<file path="config.mk">
export PLATFORM = sky130hd
export DESIGN_NAME = ahb_counter_ctrl
export DESIGN_NICKNAME = d
export VERILOG_FILES = /design/src/rtl/ahb_counter_pkg.sv /design/src/rtl/ahb_lite_addr_decode.sv /design/src/rtl/ahb_counter_ctrl.sv
export SDC_FILE = /design/constraint.sdc
export NUM_CORES = 1
export LEC_CHECK = 0
export ABC_AREA = 1
export CAP_MARGIN = 20
export CELL_PAD_IN_SITES_DETAIL_PLACEMENT = 2
export CELL_PAD_IN_SITES_GLOBAL_PLACEMENT = 2
export CORE_MARGIN = 2
export CORE_UTILIZATION = 22
export CTS_CLUSTER_SIZE = 8
export DETAILED_ROUTE_END_ITERATION = 8
export PLACE_DENSITY = 0.91
export SYNTH_ARGS = -nofsm -noshare
export SYNTH_HDL_FRONTEND = slang
export SYNTH_SLANG_ARGS = --single-unit
</file>
<file path="constraint.sdc">
create_clock -name clk -period 1.7 [get_ports clk]
set_input_delay 0.17 -clock clk [delete_from_list [all_inputs] [get_ports clk]]
set_output_delay 0.17 -clock clk [all_outputs]
set_load 0.02 [all_outputs]
</file>
<file path="src/rtl/ahb_counter_pkg.sv">
// Shared types, register offsets and helpers for the AHB-lite counter front end.
package ahb_counter_pkg;

    typedef enum logic [1:0] {
        HTRANS_IDLE   = 2'd0,
        HTRANS_BUSY   = 2'd1,
        HTRANS_NONSEQ = 2'd2,
        HTRANS_SEQ    = 2'd3
    } htrans_t;

    // Halfword-aligned register byte offsets
    localparam logic [3:0] CTRL_ADDR     = 4'h0;
    localparam logic [3:0] ROLLOVER_ADDR = 4'h2;
    localparam logic [3:0] COUNT_ADDR    = 4'h4;
    localparam logic [3:0] STATUS_ADDR   = 4'h6;
    localparam logic [3:0] IRQ_EN_ADDR   = 4'h8;
    // Highest legal byte address (upper byte of IRQ_EN)
    localparam logic [3:0] LAST_ADDR     = 4'h9;

    // One-hot register select bit positions (index = haddr[3:1])
    localparam int NUM_REGS     = 5;
    localparam int SEL_CTRL     = 0;
    localparam int SEL_ROLLOVER = 1;
    localparam int SEL_COUNT    = 2;
    localparam int SEL_STATUS   = 3;
    localparam int SEL_IRQ_EN   = 4;

    typedef enum logic [1:0] {
        IDLE = 2'd0,
        ERR1 = 2'd1,
        ERR2 = 2'd2
    } err_state_t;

    // Bit mask of the byte lanes touched by an access
    function automatic logic [15:0] lane_mask(input logic byte_acc, input logic lane_hi);
        if (!byte_acc) begin
            return 16'hFFFF;
        end else if (lane_hi) begin
            return 16'hFF00;
        end else begin
            return 16'h00FF;
        end
    endfunction

endpackage

</file>
<file path="src/rtl/ahb_lite_addr_decode.sv">
// Address-phase capture and legality check for the counter register block.
module ahb_lite_addr_decode
    import ahb_counter_pkg::*;
(
    input  logic                clk,
    input  logic                rst,
    input  logic                accept_i,
    input  logic [3:0]          haddr_i,
    input  logic [2:0]          hsize_i,
    input  logic                hwrite_i,
    output logic                addr_err_o,
    output logic                dp_valid_o,
    output logic                dp_write_o,
    output logic [NUM_REGS-1:0] dp_sel_o,
    output logic [15:0]         dp_lane_mask_o
);

    logic [NUM_REGS-1:0] sel_d;
    logic                illegal;

    logic                dp_valid_q;
    logic                dp_write_q;
    logic [NUM_REGS-1:0] dp_sel_q;
    logic [15:0]         dp_lane_mask_q;

    // Register index is the halfword number; out-of-range indices select nothing
    genvar gi;
    generate
        for (gi = 0; gi < NUM_REGS; gi++) begin : g_sel
            assign sel_d[gi] = (haddr_i[3:1] == 3'(gi));
        end
    endgenerate

    // Flag accesses that must be answered with a two-cycle ERROR response
    always_comb begin
        illegal = 1'b0;
        if (haddr_i > LAST_ADDR)                             illegal = 1'b1;
        if (hsize_i > 3'd1)                                  illegal = 1'b1;
        if ((hsize_i == 3'd1) && haddr_i[0])                 illegal = 1'b1;
        if (hwrite_i && (haddr_i[3:1] == COUNT_ADDR[3:1]))   illegal = 1'b1;
    end

    assign addr_err_o = accept_i & illegal;

    // Latch the accepted address phase; an erroring one never reaches a data phase
    always_ff @(posedge clk or posedge rst) begin
        if (rst) begin
            dp_valid_q     <= 1'b0;
            dp_write_q     <= 1'b0;
            dp_sel_q       <= '0;
            dp_lane_mask_q <= '0;
        end else begin
            dp_valid_q <= accept_i & ~illegal;
            if (accept_i) begin
                dp_write_q     <= hwrite_i;
                dp_sel_q       <= sel_d;
                dp_lane_mask_q <= lane_mask(hsize_i == 3'd0, haddr_i[0]);
            end
        end
    end

    assign dp_valid_o     = dp_valid_q;
    assign dp_write_o     = dp_write_q;
    assign dp_sel_o       = dp_sel_q;
    assign dp_lane_mask_o = dp_lane_mask_q;

endmodule

</file>
<file path="src/rtl/ahb_counter_ctrl.sv">
// AHB-lite register front end driving an external flex_counter.
module ahb_counter_ctrl
    import ahb_counter_pkg::*;
#(
    parameter int                  NUM_BITS     = 4,
    parameter logic [NUM_BITS-1:0] ROLLOVER_RST = '1
) (
    input  logic                clk,
    input  logic                rst,
    input  logic                hsel,
    input  logic [3:0]          haddr,
    input  logic [1:0]          htrans,
    input  logic [2:0]          hsize,
    input  logic                hwrite,
    input  logic [15:0]         hwdata,
    output logic [15:0]         hrdata,
    output logic                hready,
    output logic                hresp,
    input  logic [NUM_BITS-1:0] count_out,
    input  logic                rollover_flag,
    output logic                count_enable,
    output logic                clear,
    output logic [NUM_BITS-1:0] rollover_val,
    output logic                irq
);

    htrans_t             trans_type;
    logic                accept;
    logic                addr_err;
    logic                dp_valid;
    logic                dp_write;
    logic [NUM_REGS-1:0] dp_sel;
    logic [15:0]         dp_lane_mask;
    logic [NUM_REGS-1:0] wr_sel;

    logic                ctrl_en_q,   ctrl_en_d;
    logic                clear_q,     clear_d;
    logic [NUM_BITS-1:0] rollover_q,  rollover_d;
    logic                roll_q,      roll_d;
    logic                irq_en_q,    irq_en_d;
    logic                flag_prev_q;

    err_state_t          state_q;
    logic                hready_q;
    logic                hresp_q;

    logic [15:0]         count_word;
    logic [15:0]         rd_word;
    logic                unused_hwdata;

    assign trans_type = htrans_t'(htrans);
    assign accept     = hsel && hready_q &&
                        ((trans_type == HTRANS_NONSEQ) || (trans_type == HTRANS_SEQ));

    ahb_lite_addr_decode u_decode (
        .clk            (clk),
        .rst            (rst),
        .accept_i       (accept),
        .haddr_i        (haddr),
        .hsize_i        (hsize),
        .hwrite_i       (hwrite),
        .addr_err_o     (addr_err),
        .dp_valid_o     (dp_valid),
        .dp_write_o     (dp_write),
        .dp_sel_o       (dp_sel),
        .dp_lane_mask_o (dp_lane_mask)
    );

    // Per-register write strobes, active during a write data phase
    genvar gi;
    generate
        for (gi = 0; gi < NUM_REGS; gi++) begin : g_wr
            assign wr_sel[gi] = dp_valid & dp_write & dp_sel[gi];
        end
    endgenerate

    // Next-state of the bus-visible registers; writes use hwdata of the data phase
    always_comb begin
        ctrl_en_d  = ctrl_en_q;
        clear_d    = 1'b0;
        rollover_d = rollover_q;
        roll_d     = roll_q;
        irq_en_d   = irq_en_q;

        if (wr_sel[SEL_CTRL] && dp_lane_mask[0]) begin
            ctrl_en_d = hwdata[0];
        end
        if (wr_sel[SEL_CTRL] && dp_lane_mask[1] && hwdata[1]) begin
            clear_d = 1'b1;
        end
        if (wr_sel[SEL_ROLLOVER]) begin
            rollover_d = (rollover_q & ~dp_lane_mask[NUM_BITS-1:0]) |
                         (hwdata[NUM_BITS-1:0] & dp_lane_mask[NUM_BITS-1:0]);
        end
        if (wr_sel[SEL_IRQ_EN] && dp_lane_mask[0]) begin
            irq_en_d = hwdata[0];
        end
        // A new rollover edge takes priority over a simultaneous W1C
        if (rollover_flag && !flag_prev_q) begin
            roll_d = 1'b1;
        end else if (wr_sel[SEL_STATUS] && dp_lane_mask[0] && hwdata[0]) begin
            roll_d = 1'b0;
        end
    end

    // Register state and the edge detector on the counter's rollover flag
    always_ff @(posedge clk or posedge rst) begin
        if (rst) begin
            ctrl_en_q   <= 1'b0;
            clear_q     <= 1'b0;
            rollover_q  <= ROLLOVER_RST;
            roll_q      <= 1'b0;
            irq_en_q    <= 1'b0;
            flag_prev_q <= 1'b0;
        end else begin
            ctrl_en_q   <= ctrl_en_d;
            clear_q     <= clear_d;
            rollover_q  <= rollover_d;
            roll_q      <= roll_d;
            irq_en_q    <= irq_en_d;
            flag_prev_q <= rollover_flag;
        end
    end

    // Read mux; COUNT is taken live from the counter during the data phase
    always_comb begin
        count_word                 = '0;
        count_word[NUM_BITS-1:0]   = count_out;
        rd_word                    = '0;
        if (dp_sel[SEL_CTRL])     rd_word[0]            = ctrl_en_q;
        if (dp_sel[SEL_ROLLOVER]) rd_word[NUM_BITS-1:0] = rollover_q;
        if (dp_sel[SEL_COUNT])    rd_word               = count_word;
        if (dp_sel[SEL_STATUS])   rd_word[0]            = roll_q;
        if (dp_sel[SEL_IRQ_EN])   rd_word[0]            = irq_en_q;
        hrdata = '0;
        if (dp_valid && !dp_write) begin
            hrdata = rd_word & dp_lane_mask;
        end
    end

    // Two-cycle ERROR response sequencer with registered hready/hresp
    always_ff @(posedge clk or posedge rst) begin
        if (rst) begin
            state_q  <= IDLE;
            hready_q <= 1'b1;
            hresp_q  <= 1'b0;
        end else begin
            case (state_q)
                IDLE: begin
                    if (addr_err) begin
                        state_q  <= ERR1;
                        hready_q <= 1'b0;
                        hresp_q  <= 1'b1;
                    end
                end
                ERR1: begin
                    state_q  <= ERR2;
                    hready_q <= 1'b1;
                    hresp_q  <= 1'b1;
                end
                ERR2: begin
                    if (addr_err) begin
                        state_q  <= ERR1;
                        hready_q <= 1'b0;
                        hresp_q  <= 1'b1;
                    end else begin
                        state_q  <= IDLE;
                        hready_q <= 1'b1;
                        hresp_q  <= 1'b0;
                    end
                end
                default: begin
                    state_q  <= IDLE;
                    hready_q <= 1'b1;
                    hresp_q  <= 1'b0;
                end
            endcase
        end
    end

    // Only some write-data bits map onto implemented register bits
    assign unused_hwdata = ^hwdata;

    assign hready       = hready_q;
    assign hresp        = hresp_q;
    assign count_enable = ctrl_en_q;
    assign clear        = clear_q;
    assign rollover_val = rollover_q;
    assign irq          = roll_q & irq_en_q;

endmodule

</file>
* Word level (Yosys, flattened, before mapping)
Index checks and enable logic that the tools add are counted.
W data, S select, Z words.
** Cells by class
- $lt $le $gt $ge :: 2
- Mux-type cells :: 24
- Bitwise operators :: 14
- Reduce and logical (&&, ||, !) cells :: 19
- Eq/ne operators :: 10
** Operators by type and width (number)
- $mux W16 :: 3
- $and A16 B16 Y16 :: 1
- $mux W1 :: 15
- $logic_and A1 B1 Y1 :: 12
- $and A1 B1 Y1 :: 8
- $and A4 B4 Y4 :: 2
- $mux W4 :: 2
- $eq A2 B2 Y1 const B :: 3
- $eq A3 B1 Y1 const B :: 2
- $eq A3 B2 Y1 const B :: 2
- $logic_not A3 Y1 :: 2
- $pmux W2 S3 :: 1
- $gt A4 B4 Y1 const B :: 1
- $not A4 Y4 :: 1
- $or A4 B4 Y4 :: 1
- $eq A3 B3 Y1 const B :: 1
- $gt A3 B1 Y1 const B :: 1
- $pmux W1 S3 :: 1
- $eq A2 B1 Y1 const B :: 1
- $logic_not A1 Y1 :: 2
- $logic_not A2 Y1 :: 1
- $mux W2 :: 1
- $ne A2 B2 Y1 const B :: 1
- $pmux W1 S2 :: 1
- other kinds (3) :: 3
** Storage, ports and cells
- Register bits after elaboration :: 36
- Logic and storage cells :: 82
- Output and inout bits :: 25
- Input port bits :: 34

* Logic depth before layout (Yosys ltp)
Gate-level depths: netlist of run 1.
- Depth after elaboration :: 8
- Gate-level depth with buffers :: 7
- Gate-level depth less buffers :: 7

* Modules after synthesis
From an unflattened synthesis of run 1, not the netlist that was laid out.
** Unflattened totals
- Cell total of the unflattened synthesis :: 158
- Area total of the unflattened synthesis :: 1258.7 sq um
** By module, submodules not included
- ahb_counter_ctrl :: sequential area each 331.6 sq um, area an instance 762.0 sq um, times used 1, cells an instance 97
- ahb_lite_addr_decode :: sequential area each 225.2 sq um, area an instance 496.7 sq um, times used 1, cells an instance 61

* Worst setup path after synthesis of run 1
No wires, ideal clock.
- Path kind :: flip-flop to output port
- Start point :: reg (tool-made name)
- End point :: out hrdata[0]
- Data arrival time :: 1.097 ns
- Path slack :: 0.433 ns
- Cell stages (with the launch flop) :: 5
- Path buffers :: 0
- Data required time :: 1.530 ns
- Path through :: dfstp_2 -> a21oi_1 -> nand2_1 -> nand2_1 -> a21oi_1
** RTL lines
- to (decl) :: RTL line ahb_counter_ctrl.sv:16 : output logic [15:0] hrdata,

* Worst setup path after layout of run 1
- Start point :: reg hready_q, in the netlist hready
- End point :: out hready
** RTL lines
- from (decl) :: RTL line ahb_counter_ctrl.sv:44 : logic hready_q;
- from (signal assigned) :: RTL line ahb_counter_ctrl.sv:145 : hready_q <= 1'b1;
- from (signal assigned) :: RTL line ahb_counter_ctrl.sv:152 : hready_q <= 1'b0;
- from (signal assigned) :: RTL line ahb_counter_ctrl.sv:158 : hready_q <= 1'b1;
- to (decl) :: RTL line ahb_counter_ctrl.sv:17 : output logic hready,
No word-level cell between the ends.

==> metrics.log, run 1 <==
[metrics] H-Tree Depth: 1
[metrics] placed wire-length estimate after detailed placement: 2.15 mm
[metrics] net count reported at finish: 202
[metrics] type of the most critical hold path: in2async
[metrics] FF-to-FF path depth: 5
[metrics] first-pass GRT wire length: 4.73 mm
[metrics] highest fanout seen on the critical path: 3
[metrics] Wirelength per Cell: 12.3 um
[metrics] register area share after synthesis: 0.499
[metrics] leak pwr: 0.698 nW
[metrics] clk sinks: 21
[metrics] #FFs+latches synth: 21
[metrics] vias in the first global route: 1019
[metrics] total placed instance area: 1450 um^2
[metrics] peak clock frequency supported by timing: 629 MHz
[metrics] design area: 1480 um^2
[metrics] all-layer global routing usage: 0.115
[metrics] worst-case vdd ir drop: 0.000282 V
[metrics] per-instance average area after synthesis: 8.45 um^2
[metrics] number of antenna cells inserted: 0
[metrics] buffers inserted by post-CTS timing repair: 0
[metrics] number of distinct library cells after synthesis: 23
[metrics] max-slew violation total from the final report: 0
[metrics] die outline area: 5410 um^2
[metrics] std cell rows: 25
[metrics] element type at the critical path start: flop
[metrics] number of search-and-repair iterations in the first detailed-routing pass: 2
[metrics] final number of hold-violating endpoints: 0
[metrics] DRC errors left: 0
[metrics] total wirelength of the detailed-routed design: 2.73 mm
[metrics] number of input and output port buffers inserted: 33
[metrics] clock slew at the register clock pins of the worst setup and hold paths: 0.08 ns
[metrics] worst setup skew after layout: 0.00721 ns
[metrics] category of cells accounting for the largest share of critical-path delay: buffers and inverters
[metrics] maximum number of buffers from clock root to sink: 2
[metrics] Fin Hold WS: 0.237 ns
[metrics] clock tree from TritonCTS: yes
[metrics] cells traversed along the worst timing path: clkdlybuf4s50_1
[metrics] smallest setup slack after layout: 0.111 ns
[metrics] slowest library cell on the worst path: clkdlybuf4s50_1
[metrics] Power Density: 636 nW/um^2
[metrics] overall overflow remaining after global route: 0
[metrics] maximum number of pins on one net before global-route repair: 22
[metrics] total via count after detailed routing: 951
[metrics] total placed cells including tap cells: 217
[metrics] number of buffers inserted for hold repair after clock tree synthesis: 0
[metrics] Worst Setup Slack post-DPL: -0.111 ns
[metrics] via/cell ratio: 4.30
[metrics] maximum capacitance violations: 0
[metrics] worst endpoint required time: 1.53 ns
[metrics] setup total negative slack: 0 ns
[metrics] endpoint of the worst register-to-register path: hready
[metrics] Max stage delay on crit path: 0.61 ns
[metrics] post-synth design cell area: 1060 um^2
[metrics] insertion delay of the later-clocked pin in the worst-skew pair: 0.26 ns
[metrics] Worst R2R Start: hready
[metrics] Layout Area Growth over Synthesis: 38.9%
[metrics] starting utilization of the core area: 0.227
[metrics] post-layout utilization of the core: 0.315
[metrics] RSZ-0062 raised after global routing: false
[metrics] category of the worst setup path capture point: output port
[metrics] setup slack of the worst register-to-register path: 0.52 ns
[metrics] clock root buffer: clkbuf_8
[metrics] total buffers and inverters traversed by the critical path: 1
[metrics] post-synthesis cell count: 126
[metrics] run status: complete, no violations
[metrics] clock buffers created by TritonCTS: 3
[metrics] detailed router's first-iteration violation count: 28
[metrics] Final setup violation count: 0
[metrics] number of nets with antenna violations after detailed routing: 0
[metrics] boundary pin count: 59
[metrics] CP arrival: 1.42 ns
[metrics] final critical-path required period: 1.59 ns
[metrics] Final GP Congestion: 0.808
[metrics] worst setup path category: reg2out
[metrics] Synthesis Warnings: 0
[metrics] antenna violations before repair: 0
[metrics] ratio of cells with drive above 1 in the final layout: 0.174
[metrics] die boundary height: 73.6 um
[metrics] width of the chip: 73.6 um
[metrics] total chip power: 0.941 mW
[metrics] post-layout instance count excluding filler cells: 221
[metrics] Final Cycle Share: 0.935
[metrics] Std-Cell Core Area: 4690 um^2
Yosys cell counts (all sizes together):
cell type	instances	area share
nand2	25	0.093
inv	17	0.062
nor2	17	0.076
dfrtp	16	0.38
buf	12	0.085
o21ai	11	0.052
nand3	7	0.042
a21oi	6	0.028
dfstp	5	0.12
a22oi	3	0.021
nand4	2	0.012
a31oi	1	0.0059
conb	1	0.0035
nand3b	1	0.0071
o31ai	1	0.0071
or3	1	0.0059
where the power goes:
group / internal, mW / total (mW) / switching [mW]
Clock: 0.167 / 0.332 / 0.165
Sequential: 0.501 / 0.501 / 0.000395
Combinational: 0.0498 / 0.108 / 0.0578
area by class of cell:
class,instances,area (um^2)
Fill cell,567,3210
Clock buffer,4,45.0
Sequential cell,21,532
Inverter,17,66.3
Tap cell,54,67.6
Timing Repair Buffer,38,350
Multi-Input combinational cell,87,418
cell families (layout without fill, tap and decap cells):
family / Yosys count / count (layout) / synth area share
other: 1 / 12 / 0.00352
DFF: 21 / 21 / 0.499
AOI/OAI and AO/OA: 22 / 22 / 0.114
buffers and inverters: 29 / 59 / 0.147
and+or+nand+nor: 53 / 53 / 0.236
placed cells by master (no fill, tap or decap), drive strengths merged:
master / instances
clkdlybuf4s50: 28
a31oi: 1
nand4: 2
or3: 1
clkbuf: 8
a21oi: 6
a22oi: 3
nand3: 7
dfstp: 5
o31ai: 1
nor2: 17
nand2: 25
nand3b: 1
conb: 12
inv: 17
dfrtp: 16
o21ai: 11
buf: 5
dlymetal6s2s: 1
layer usage:
| metal | share of wire | track usage | up-vias |
|---|---|---|---|
| li1 | - | - | 460 |
| met1 | 0.43 | 0.137 | 452 |
| met2 | 0.49 | 0.198 | 35 |
| met3 | 0.061 | 0.0302 | 4 |
| met4 | 0.015 | 0.0424 | 0 |
| met5 | 0 | 0 | - |
how the worst max path moves through the flow:
stage	cells past startpoint	start	to
2_1_floorplan	4	flop	hrdata[0]
3_3_place_gp	6	count_out[0]	hrdata[0]
3_5_place_dp	6	count_out[0]	hrdata[0]
4_1_cts	2	flop	rollover_val[0]
5_1_grt	1	hready	hready
6_report	1	hready	hready
repair_timing:
| item | CTS | global route |
|---|---|---|
| endpoints found under the hold margin | 0 | 0 |
| setup endpoints to repair | 4 | 5 |
| gates resized for setup | 5 | 8 |
Power figures use the tool's default switching activity.
==> run 2: changes to the inputs <==
--- a/config.mk
+++ b/config.mk
@@ -13,6 +13,7 @@
 export CORE_UTILIZATION = 22
 export CTS_CLUSTER_SIZE = 8
 export DETAILED_ROUTE_END_ITERATION = 8
+export GPL_TIMING_DRIVEN = 0
 export PLACE_DENSITY = 0.91
 export SYNTH_ARGS = -nofsm -noshare
 export SYNTH_HDL_FRONTEND = slang
==> metrics.log, run 2 (same netlist as run 1, synthesis figures left out) <==
[metrics] ratio of cells with drive above 1 in the final layout: 0.207 (+0.0332)
[metrics] element type at the critical path start: flop
[metrics] commonest cells after routing, fill and taps aside: clkdlybuf4s50_1, nand2_1, dfrtp_1
[metrics] antenna violations before repair: 0 (unchanged)
[metrics] final number of hold-violating endpoints: 0 (unchanged)
[metrics] clk sinks: 21 (unchanged)
[metrics] cells traversed along the worst timing path: clkdlybuf4s50_1
[metrics] Layout Area Growth over Synthesis: 43.6%
[metrics] number of antenna cells inserted: 0 (unchanged)
[metrics] total placed instance area: 1500 um^2 (+3.6%)
[metrics] width of the chip: 73.6 um (unchanged)
[metrics] tightest slew margin relative to the limit: 0.461
[metrics] max-slew violation total from the final report: 0 (unchanged)
[metrics] smallest setup slack after layout: 0.107 ns (-0.00429 ns)
[metrics] most frequent standard cell in the layout excluding fill and tap cells: clkdlybuf4s50_1
[metrics] DRC errors left: 0 (unchanged)
[metrics] vias in the first global route: 1038 (+1.9%)
[metrics] total buffers and inverters traversed by the critical path: 1 (unchanged)
[metrics] boundary pin count: 59 (unchanged)
[metrics] net count reported at finish: 209 (+3.5%)
[metrics] clock root buffer: clkbuf_8
[metrics] all-layer global routing usage: 0.110 (-0.00551)
[metrics] number of fill cells: 559 (-1.4%)
[metrics] GR Layer Usage met2: 0.196 (-0.00198)
[metrics] Std-Cell Core Area: 4690 um^2 (unchanged)
[metrics] run status: complete, no violations
[metrics] via/cell ratio: 4.27 (-0.83%)
[metrics] design area: 1530 um^2 (+3.4%)
[metrics] Final setup violation count: 0 (unchanged)
[metrics] final critical-path required period: 1.59 ns (+0.00429 ns)
[metrics] Fin Hold WS: 0.367 ns (+0.130 ns)
[metrics] Power Density: 623 nW/um^2 (-2.2%)
[metrics] Final GP Congestion: 0.784 (-2.9%)
[metrics] RSZ-0062 raised after global routing: false
[metrics] total via count after detailed routing: 973 (+2.3%)
[metrics] met1 track demand over resource in global routing: 0.123 (-0.0139)
[metrics] type of the most critical hold path: in2async
[metrics] detailed router's first-iteration violation count: 16 (-43%)
[metrics] total placed cells including tap cells: 224 (+3.2%)
[metrics] insertion delay of the later-clocked pin in the worst-skew pair: 0.26 ns (about the same)
[metrics] Worst Setup Slack post-DPL: -0.0714 ns (+0.0391 ns)
[metrics] die boundary height: 73.6 um (unchanged)
[metrics] H-Tree Depth: 1 (unchanged)
[metrics] clock slew at the register clock pins of the worst setup and hold paths: 0.07 ns (about the same)
[metrics] Worst-Margin Slew: 0.808 ns
[metrics] overall overflow remaining after global route: 0 (unchanged)
[metrics] maximum number of pins on one net before global-route repair: 22 (unchanged)
[metrics] worst endpoint required time: 1.53 ns (about the same)
[metrics] Final Cycle Share: 0.937 (+0.00252)
[metrics] slowest library cell on the worst path: clkdlybuf4s50_1
[metrics] std cell rows: 25 (unchanged)
[metrics] worst setup skew after layout: 0.00150 ns (-0.00571 ns)
[metrics] first-pass GRT wire length: 4.53 mm (-4.1%)
[metrics] leak pwr: 0.742 nW (+6.2%)
[metrics] number of search-and-repair iterations in the first detailed-routing pass: 2 (unchanged)
[metrics] clock buffers created by TritonCTS: 3 (unchanged)
[metrics] buffers inserted by post-CTS timing repair: 0 (unchanged)
[metrics] category of cells accounting for the largest share of critical-path delay: buffers and inverters
[metrics] placed wire-length estimate after detailed placement: 2.19 mm (+1.6%)
[metrics] worst-case vdd ir drop: 0.000233 V (-17%)
[metrics] category of the worst setup path capture point: output port
[metrics] GR Layer Usage met3: 0.0247 (-0.00549)
[metrics] Wirelength per Cell: 11.7 um (-5.5%)
[metrics] peak clock frequency supported by timing: 628 MHz (-0.27%)
[metrics] CP arrival: 1.42 ns (about the same)
[metrics] starting utilization of the core area: 0.227 (unchanged)
[metrics] number of buffers inserted for hold repair after clock tree synthesis: 0 (unchanged)
[metrics] number of input and output port buffers inserted: 33 (unchanged)
[metrics] clock tree from TritonCTS: yes
[metrics] Max stage delay on crit path: 0.60 ns (about the same)
[metrics] total chip power: 0.952 mW (+1.2%)
[metrics] number of nets with antenna violations after detailed routing: 0 (unchanged)
[metrics] die outline area: 5410 um^2 (unchanged)
[metrics] maximum capacitance violations: 0 (unchanged)
[metrics] maximum number of buffers from clock root to sink: 2 (unchanged)
[metrics] routing layer with the top usage in global route: met2
[metrics] post-layout instance count excluding filler cells: 228 (+3.2%)
[metrics] worst setup path category: reg2out
[metrics] total wirelength of the detailed-routed design: 2.66 mm (-2.5%)
[metrics] highest fanout seen on the critical path: 3 (unchanged)
run 2: area by class of cell:
type	count	area, um^2	area share
Buffer	12	90.1	0.0589
Clock buffer	4	45.0	0.0295
Inverter	17	66.3	0.0434
Multi-Input combinational cell	87	418	0.273
Sequential cell	21	532	0.348
Tap cell	54	67.6	0.0442
Timing Repair Buffer	33	310	0.203
run 2: power breakdown:
| part | leakage (nW) | internal (mW) | switching (mW) |
|---|---|---|---|
| Clock | 0.0228 | 0.167 | 0.156 |
| Combinational | 0.487 | 0.0666 | 0.0609 |
| Sequential | 0.232 | 0.501 | 0.000325 |
run 2: timing repair:
item,CTS,global route
setup endpoints to repair,4,4
gates resized for setup,5,7
cloned,0,0
pin swaps,0,0
run 2: layer usage:
layer	routed length [um]	up-vias
li1	-	477
met1	1130	456
met2	1310	35
met3	167	5
met4	51	0
met5	0	-
run 2: path summary, 6_finish.rpt:
check                              start                    to  slack (ns)  cells past startpoint
setup / recovery                  hready                hready        0.11                      1
hold / removal                       rst                 hresp        0.37                      2
setup reg to reg                  hready                hready        0.51                      5
hold reg to reg              flag_prev_q                roll_q        0.41                      1
max in group asynchronous            rst  u_decode.dp_sel_o[1]        0.83                      2
min in group clk           rollover_flag           flag_prev_q        0.37                      1
run 2: per-stage QoR:
stage / util / TNS, ns
global placement: 0.321 / -0.102
CTS: 0.329 / 0
finish: 0.326 / 0
detailed placement: 0.321 / -0.0714
global route: 0.326 / 0
floorplan: - / 0
